<file path="config.mk">
export PLATFORM = sky130hd
export DESIGN_NAME = rf_envelope_demod
export DESIGN_NICKNAME = d
export VERILOG_FILES = /design/src/rtl/rf_envelope_demod.sv
export SDC_FILE = /design/constraint.sdc
export NUM_CORES = 1
export LEC_CHECK = 0
export BUFFER_PORTS_ARGS = -buffer_cell sky130_fd_sc_hd__buf_2
export CAP_MARGIN = 10
export CORE_MARGIN = 3
export CORE_UTILIZATION = 59
export DETAILED_ROUTE_END_ITERATION = 8
export GPL_TIMING_DRIVEN = 0
export PLACE_DENSITY_LB_ADDON = 0.25
export SLEW_MARGIN = 20
export SYNTH_ARGS = -nofsm -noshare
export SYNTH_HDL_FRONTEND = slang
export SYNTH_SLANG_ARGS = --single-unit
</file>
<file path="constraint.sdc">
create_clock -name clk -period 5.7 [get_ports clk]
set_input_delay 1.71 -clock clk [delete_from_list [all_inputs] [get_ports clk]]
set_output_delay 1.71 -clock clk [all_outputs]
set_load 0.05 [all_outputs]
</file>
<file path="src/rtl/rf_envelope_demod.sv">
// Full-wave rectifying integrate-and-dump envelope demodulator with a valid/ready output register.
// Optional peak-envelope tracker enabled by defining RF_DEMOD_PEAK_EN.
module rf_envelope_demod #(
  parameter int DECIM      = 16,
  parameter int LOG2_DECIM = 4
) (
  input  logic       clk,
  input  logic       reset,
  input  logic [6:0] x,
  input  logic       in_valid,
  output logic [5:0] out_data,
  output logic       out_valid,
  input  logic       out_ready,
  output logic       overrun,
  output logic [5:0] peak
);

  localparam int ACC_W = 6 + LOG2_DECIM;
  localparam logic [LOG2_DECIM-1:0] LAST_CNT = LOG2_DECIM'(DECIM - 1);

  logic [5:0]            r;
  logic [6:0]            x_neg;
  logic [ACC_W-1:0]      sum;
  logic                  dump;

  logic [ACC_W-1:0]      acc_q, acc_d;
  logic [LOG2_DECIM-1:0] cnt_q, cnt_d;
  logic [5:0]            out_data_q, out_data_d;
  logic                  out_valid_q, out_valid_d;
  logic                  overrun_q, overrun_d;

  // Rectifier: -64 has no positive 7-bit counterpart, so it clamps to 63.
  always_comb begin
    x_neg = -x;
    if (x == 7'h40)  r = 6'd63;
    else if (x[6])   r = x_neg[5:0];
    else             r = x[5:0];
  end

  assign sum  = acc_q + ACC_W'(r);
  assign dump = in_valid && (cnt_q == LAST_CNT);

  always_comb begin
    // NOTE: every always_comb output gets a default first so no path can infer a latch.
    acc_d       = acc_q;
    cnt_d       = cnt_q;
    out_data_d  = out_data_q;
    out_valid_d = out_valid_q;
    overrun_d   = overrun_q;

    if (dump) begin
      acc_d       = '0;
      cnt_d       = '0;
      out_data_d  = sum[ACC_W-1:LOG2_DECIM];
      out_valid_d = 1'b1;
      // A pending word that the consumer is not taking this cycle gets lost.
      if (out_valid_q && !out_ready) overrun_d = 1'b1;
    end else begin
      if (in_valid) begin
        acc_d = sum;
        cnt_d = cnt_q + 1'b1;
      end
      if (out_valid_q && out_ready) out_valid_d = 1'b0;
    end
  end

  // NOTE: state registers use non-blocking assignments so all flops update from pre-edge values.
  always_ff @(posedge clk) begin
    if (reset) begin
      acc_q       <= '0;
      cnt_q       <= '0;
      out_data_q  <= '0;
      out_valid_q <= 1'b0;
      overrun_q   <= 1'b0;
    end else begin
      acc_q       <= acc_d;
      cnt_q       <= cnt_d;
      out_data_q  <= out_data_d;
      out_valid_q <= out_valid_d;
      overrun_q   <= overrun_d;
    end
  end

  assign out_data  = out_data_q;
  assign out_valid = out_valid_q;
  assign overrun   = overrun_q;

`ifdef RF_DEMOD_PEAK_EN
  logic [5:0] peak_q, peak_d;

  // Peak attacks instantly to a larger word and otherwise decays by one per dump.
  always_comb begin
    peak_d = peak_q;
    if (dump) begin
      if (out_data_d > peak_q)    peak_d = out_data_d;
      else if (peak_q != 6'd0)    peak_d = peak_q - 6'd1;
    end
  end

  always_ff @(posedge clk) begin
    if (reset) peak_q <= '0;
    else       peak_q <= peak_d;
  end

  assign peak = peak_q;
`else
  assign peak = 6'd0;
`endif

endmodule

</file>
=== After elaboration in Yosys (flattened, before gate mapping) ===
Cells that the tools add are included.

* Bits in registers: 22
* Input port bits: 11
* Logic and storage cells: 21

* Add/sub/neg operators: 3
* Equal/unequal tests: 2
* Multiplexer cells: 4
* Reductions and logical operators: 7

{| class="wikitable"
|+ Operators by type and width
! cell !! count
|-
| two-way mux 6 bit || 2
|-
| adder 10 x 6 -> 10 bit || 1
|-
| equality test 7 bit (second input constant) || 1
|-
| negator 6 bit || 1
|-
| adder 4 x 1 -> 4 bit (second input constant) || 1
|-
| equality test 4 bit (second input constant) || 1
|-
| logical AND 1 bit || 3
|-
| two-way mux 1 bit || 2
|-
| AND reduction 2 bit || 1
|-
| nonzero test 2 bit || 1
|-
| OR reduction 2 bit || 1
|-
| logical NOT 1 bit || 1
|}

=== Longest topological paths before layout ===
* Depth in word-level cells: 4
* Gate-level depth with buffers: 11

=== Worst setup path before layout ===
No wires, ideal clock.

* Path type: in2reg
* Start point: input port x[0]
* End point: register out_data_q[5], in the netlist out_data[5]
* Data arrival time: 3.858 ns
* Required time: 5.609 ns
* Path slack: 1.751 ns
* Stages: 11
* Buffers on the path: 0
* Cell sequence: inv_1 > ha_1 > or3b_2 > nand3_1 > a21oi_1 > a31oi_1 > ha_1 > or2_2 > nand4_1 > or4_1 > a311oi_1

* Cells in the longest elaborated chain, start to end: 4

{| class="wikitable"
|+ Ends and longest elaborated chain
! what !! RTL line !! RTL
|-
| start, declared || 9 || <nowiki>input logic [6:0] x,</nowiki>
|-
| negator 6 bit || 34 || <nowiki>x_neg = -x;</nowiki>
|-
| two-way mux 6 bit || 36 || <nowiki>else if (x[6]) r = x_neg[5:0];</nowiki>
|-
| two-way mux 6 bit * || 35 || <nowiki>if (x == 7'h40) r = 6'd63;</nowiki>
|-
| adder 10 x 6 -> 10 bit * || 40 || <nowiki>assign sum = acc_q + ACC_W'(r);</nowiki>
|-
| end signal, assigned || 78 || <nowiki>out_data_q <= out_data_d;</nowiki>
|-
| end, declared || 28 || <nowiki>logic [5:0] out_data_q, out_data_d;</nowiki>
|}

Every way passes the cells marked *; elsewhere a longest branch is shown, timed or not.
A chain may end at the register's enable or synchronous reset.

=== Worst setup path in the final report ===
* Start point: input port x[0]
* End point: register acc_q[9]

* Cells in the longest elaborated chain, start to end: 4

{| class="wikitable"
|+ Ends and longest elaborated chain
! what !! RTL line !! RTL
|-
| negator 6 bit || 34 ||
|-
| two-way mux 6 bit || 36 ||
|-
| two-way mux 6 bit * || 35 ||
|-
| adder 10 x 6 -> 10 bit * || 40 ||
|-
| end signal, assigned || 70 || <nowiki>acc_q <= '0;</nowiki>
|-
| end signal, assigned || 76 || <nowiki>acc_q <= acc_d;</nowiki>
|-
| end, declared || 26 || <nowiki>logic [ACC_W-1:0] acc_q, acc_d;</nowiki>
|}

Marks and branches as above.

==> results.json <==
{
  "status": "completed",
  "fillers": 191,
  "synthTopCellsByArea": "dfxtp_1 31%, ha_1 7.0%, nor2_1 4.7%, nand3_1 3.8%, a21oi_1 3.1%",
  "seq_power_share_pct": 40.5,
  "finalCritPeriodShare_pct": 70.2,
  "slew_headroom_pct": 63.0,
  "drc": 0,
  "regArea_um2": 440,
  "netlist.top_cell.by_area": "dfxtp_1",
  "synth_edf_count": 0,
  "clk_pin_slew_ps": 130,
  "clockBufferDepth": 2,
  "ys_ff_latch": 22,
  "crit_required_ps": 5950,
  "placedCellCount": 219,
  "clk_latency_ps": 310,
  "final_max_slew_viol_count": 0,
  "internal_power_uw": 283,
  "critPathKind": "in -> reg",
  "cts_inserted_buffers": 3,
  "fmax_mhz": 250,
  "viasPerCell": 6.08,
  "overflow": 0,
  "power.switching_uw": 134,
  "cts_tree": "done",
  "worst_slew_pin_slew_ps": 555,
  "die_x_um": 55.4,
  "cts-hold-fix-buffers": 0,
  "finClkSkew_ps": 1.35,
  "vias": 1355,
  "root_buffer": "clkbuf_4",
  "grt_first_pass_wirelength_mm": 5.09,
  "power_leakage_nw": 0.698,
  "place_ws_ps": 1400,
  "grt_use_total_pct": 20.0,
  "fin_util_pct": 71.9,
  "synthArstFlopShare_pct": 0,
  "place_congestion": 0.856,
  "crit_family": "simple AND/OR/NAND/NOR gates",
  "grt_max_degree": 14,
  "vdd_drop_max_uv": 159,
  "coreArea_mm2": 0.00225,
  "antennaDiodeCount": 0,
  "crit_fanout": 6,
  "hold_viol": 0,
  "fin_ws_ps": 1700,
  "crit_path_start_kind": "primary input",
  "path_buf_inv": 2,
  "die_height_um": 55.4,
  "final_cell_count_no_fill": 223,
  "rsz0062_at_grt": "false",
  "cp_slowest_cell": "or4_1",
  "crit_chain": "buf_2 > inv_1 > ha_1 > or3b_2 > nand3_1 > a21oi_1 > a31oi_1 > ha_1 > nor3_1 > nand3b_1 > or4_1 > a21oi_1",
  "area_delta_synth_final_pct": 12.6,
  "sw_frac_of_total_pct": 32.1,
  "detail-route-antenna-nets": 0,
  "syn_area_per_cell_um2": 8.42,
  "grt_pass1_vias": 1246,
  "yosysWarnings": 0,
  "setup-violations-final": 0,
  "multiInputGateArea_um2": 927,
  "drive_above_1_share_pct": 18.5,
  "power_density_mw_per_mm2": 257,
  "io_buffers": 15,
  "dieArea_mm2": 0.00307,
  "synth.distinct_cells": 50,
  "dpl_cell_area_mm2": 0.00157,
  "comb_power_share_pct": 30.2,
  "synth_top_area_share_pct": 30.6,
  "nNetsFinal": 216,
  "initial_utilization_pct": 63.9,
  "yosysSeqAreaShare_pct": 30.6,
  "dr.pass1.iters": 4,
  "crit_path_end_kind": "flop",
  "post-route-min-period_ps": 4000,
  "dr.first_iter.drc_count": 37,
  "hold_class": "reg -> reg",
  "dp_hpwl_mm": 2.35,
  "holdWs_ps": 478,
  "drt-total-wl_mm": 3.08,
  "wl_per_cell_um": 13.8,
  "final_cell_area_mm2": 0.00162,
  "cp_data_arrival_time_ps": 4260,
  "syn_area_mm2": 0.00144,
  "cts_setup_buffers": 0,
  "antenna_found_initial": 0,
  "cts_sinks": 22,
  "post_cts_resized": 0,
  "floorplan.io_pins": 25,
  "core.rowCount": 17,
  "htreeDepth": 1,
  "power_uw": 418,
  "cp_slowest_stage_delay_ps": 510,
  "p_clk_share_pct": 29.3,
  "finalSetupTns_ps": 0,
  "ys.flop_type": "dfxtp_1",
  "synthCells": 171,
  "maxCapViolCount": 0
}
final cells by class:
class	instances	area share [%]
Buffer	13	4.94
Clock buffer	3	1.39
Clock inverter	1	1.85
Inverter	3	0.694
Multi-Input combinational cell	138	57.2
Sequential cell	22	27.2
Tap cell	28	2.16
Timing Repair Buffer	15	4.63
kinds of logic (layout without fill, tap and decap cells):
group	count (synthesis)	after routing	synth area share, %
other	1	6	0.260
XOR/XNOR	6	6	3.65
AO/OA/AOI/OAI	41	41	21.6
flip-flops	22	22	30.6
AND/OR/NAND/NOR	72	72	26.4
multiplexers	4	4	2.78
adder cells (fa/ha/maj)	9	9	8.34
buffers and inverters	16	35	6.34
Yosys cell counts, types with 2 or more instances:
| cell type | number |
|---|---|
| or2_2 | 2 |
| nand3_1 | 11 |
| a31oi_1 | 2 |
| or4_1 | 4 |
| a211oi_1 | 3 |
| buf_4 | 6 |
| nor3_1 | 5 |
| inv_1 | 3 |
| ha_1 | 8 |
| nand4_1 | 4 |
| a311oi_1 | 2 |
| nand3b_1 | 4 |
| dfxtp_1 | 22 |
| or3_1 | 2 |
| xnor2_1 | 3 |
| mux2i_1 | 4 |
| a21oi_1 | 9 |
| o21ai_0 | 4 |
| o31ai_1 | 5 |
| nor2_1 | 18 |
| nand2_1 | 11 |
| clkbuf_1 | 5 |
| xor2_1 | 3 |
| a211o_1 | 3 |
| nor3b_1 | 3 |
placed cells by master, fill, tap and decap left out, drive strengths merged, types with 2 or more instances in the layout:
cell type / synthesis / layout
dfxtp: 22 / 22
a211oi: 3 / 3
a21o: 2 / 2
nand3b: 4 / 4
a21oi: 9 / 9
mux2i: 4 / 4
nor3: 5 / 5
xnor2: 3 / 3
inv: 3 / 3
or2: 2 / 2
o31ai: 5 / 5
a31oi: 2 / 2
ha: 8 / 8
or4: 4 / 4
nor3b: 3 / 3
conb: 1 / 6
nand3: 11 / 11
xor2: 3 / 3
nand2: 11 / 11
a311oi: 2 / 2
o21ai: 5 / 5
nor2: 18 / 18
a211o: 4 / 4
nand4: 4 / 4
or3: 2 / 2
and3: 2 / 2
o21a: 2 / 2
buf: 8 / 23
clkbuf: 5 / 8
registers in the layout, summed over array words and instances (netlist names):
name,cells
acc_q,10
cnt_q,4
out_data,6
out_valid,1
overrun,1
worst min-delay path, cell delays in order, from the launching register on:
cell,delay (ps)
dfxtp_1,340
nand2_1,60
a21oi_1,50
metal layers:
metal,global-route usage [%],vias to the layer above,wire [um]
li1,-,680,-
met1,25.1,614,1410
met2,33.6,56,1440
met3,3.50,5,192
met4,8.33,0,29
met5,0,-,0
path summary, 6_finish.rpt:
| kind | from | to | cells past startpoint | slack [ps] |
|---|---|---|---|---|
| max | x[0] | acc_q[9]$_SDFFE_PP0P_ | 12 | 1700 |
| min | acc_q[4]$_SDFFE_PP0P_ | acc_q[4]$_SDFFE_PP0P_ | 2 | 480 |
| max reg2reg | acc_q[1]$_SDFFE_PP0P_ | out_data[5]$_SDFFE_PP0P_ | 5 | 3670 |
| min reg2reg | acc_q[4]$_SDFFE_PP0P_ | acc_q[4]$_SDFFE_PP0P_ | 2 | 480 |
power by group through the flow:
| stage | clock network, mW | registers (mW) | logic, mW |
|---|---|---|---|
| 6_report | 0.122 | 0.169 | 0.126 |
| 3_3_place_gp | 0 | 0.172 | 0.117 |
| 3_5_place_dp | 0 | 0.172 | 0.123 |
| 5_1_grt | 0.129 | 0.170 | 0.138 |
| 4_1_cts | 0.122 | 0.169 | 0.123 |
| 2_1_floorplan | 0 | 0.171 | 0.0995 |
Note: power is estimated with default switching activity, not from simulation.
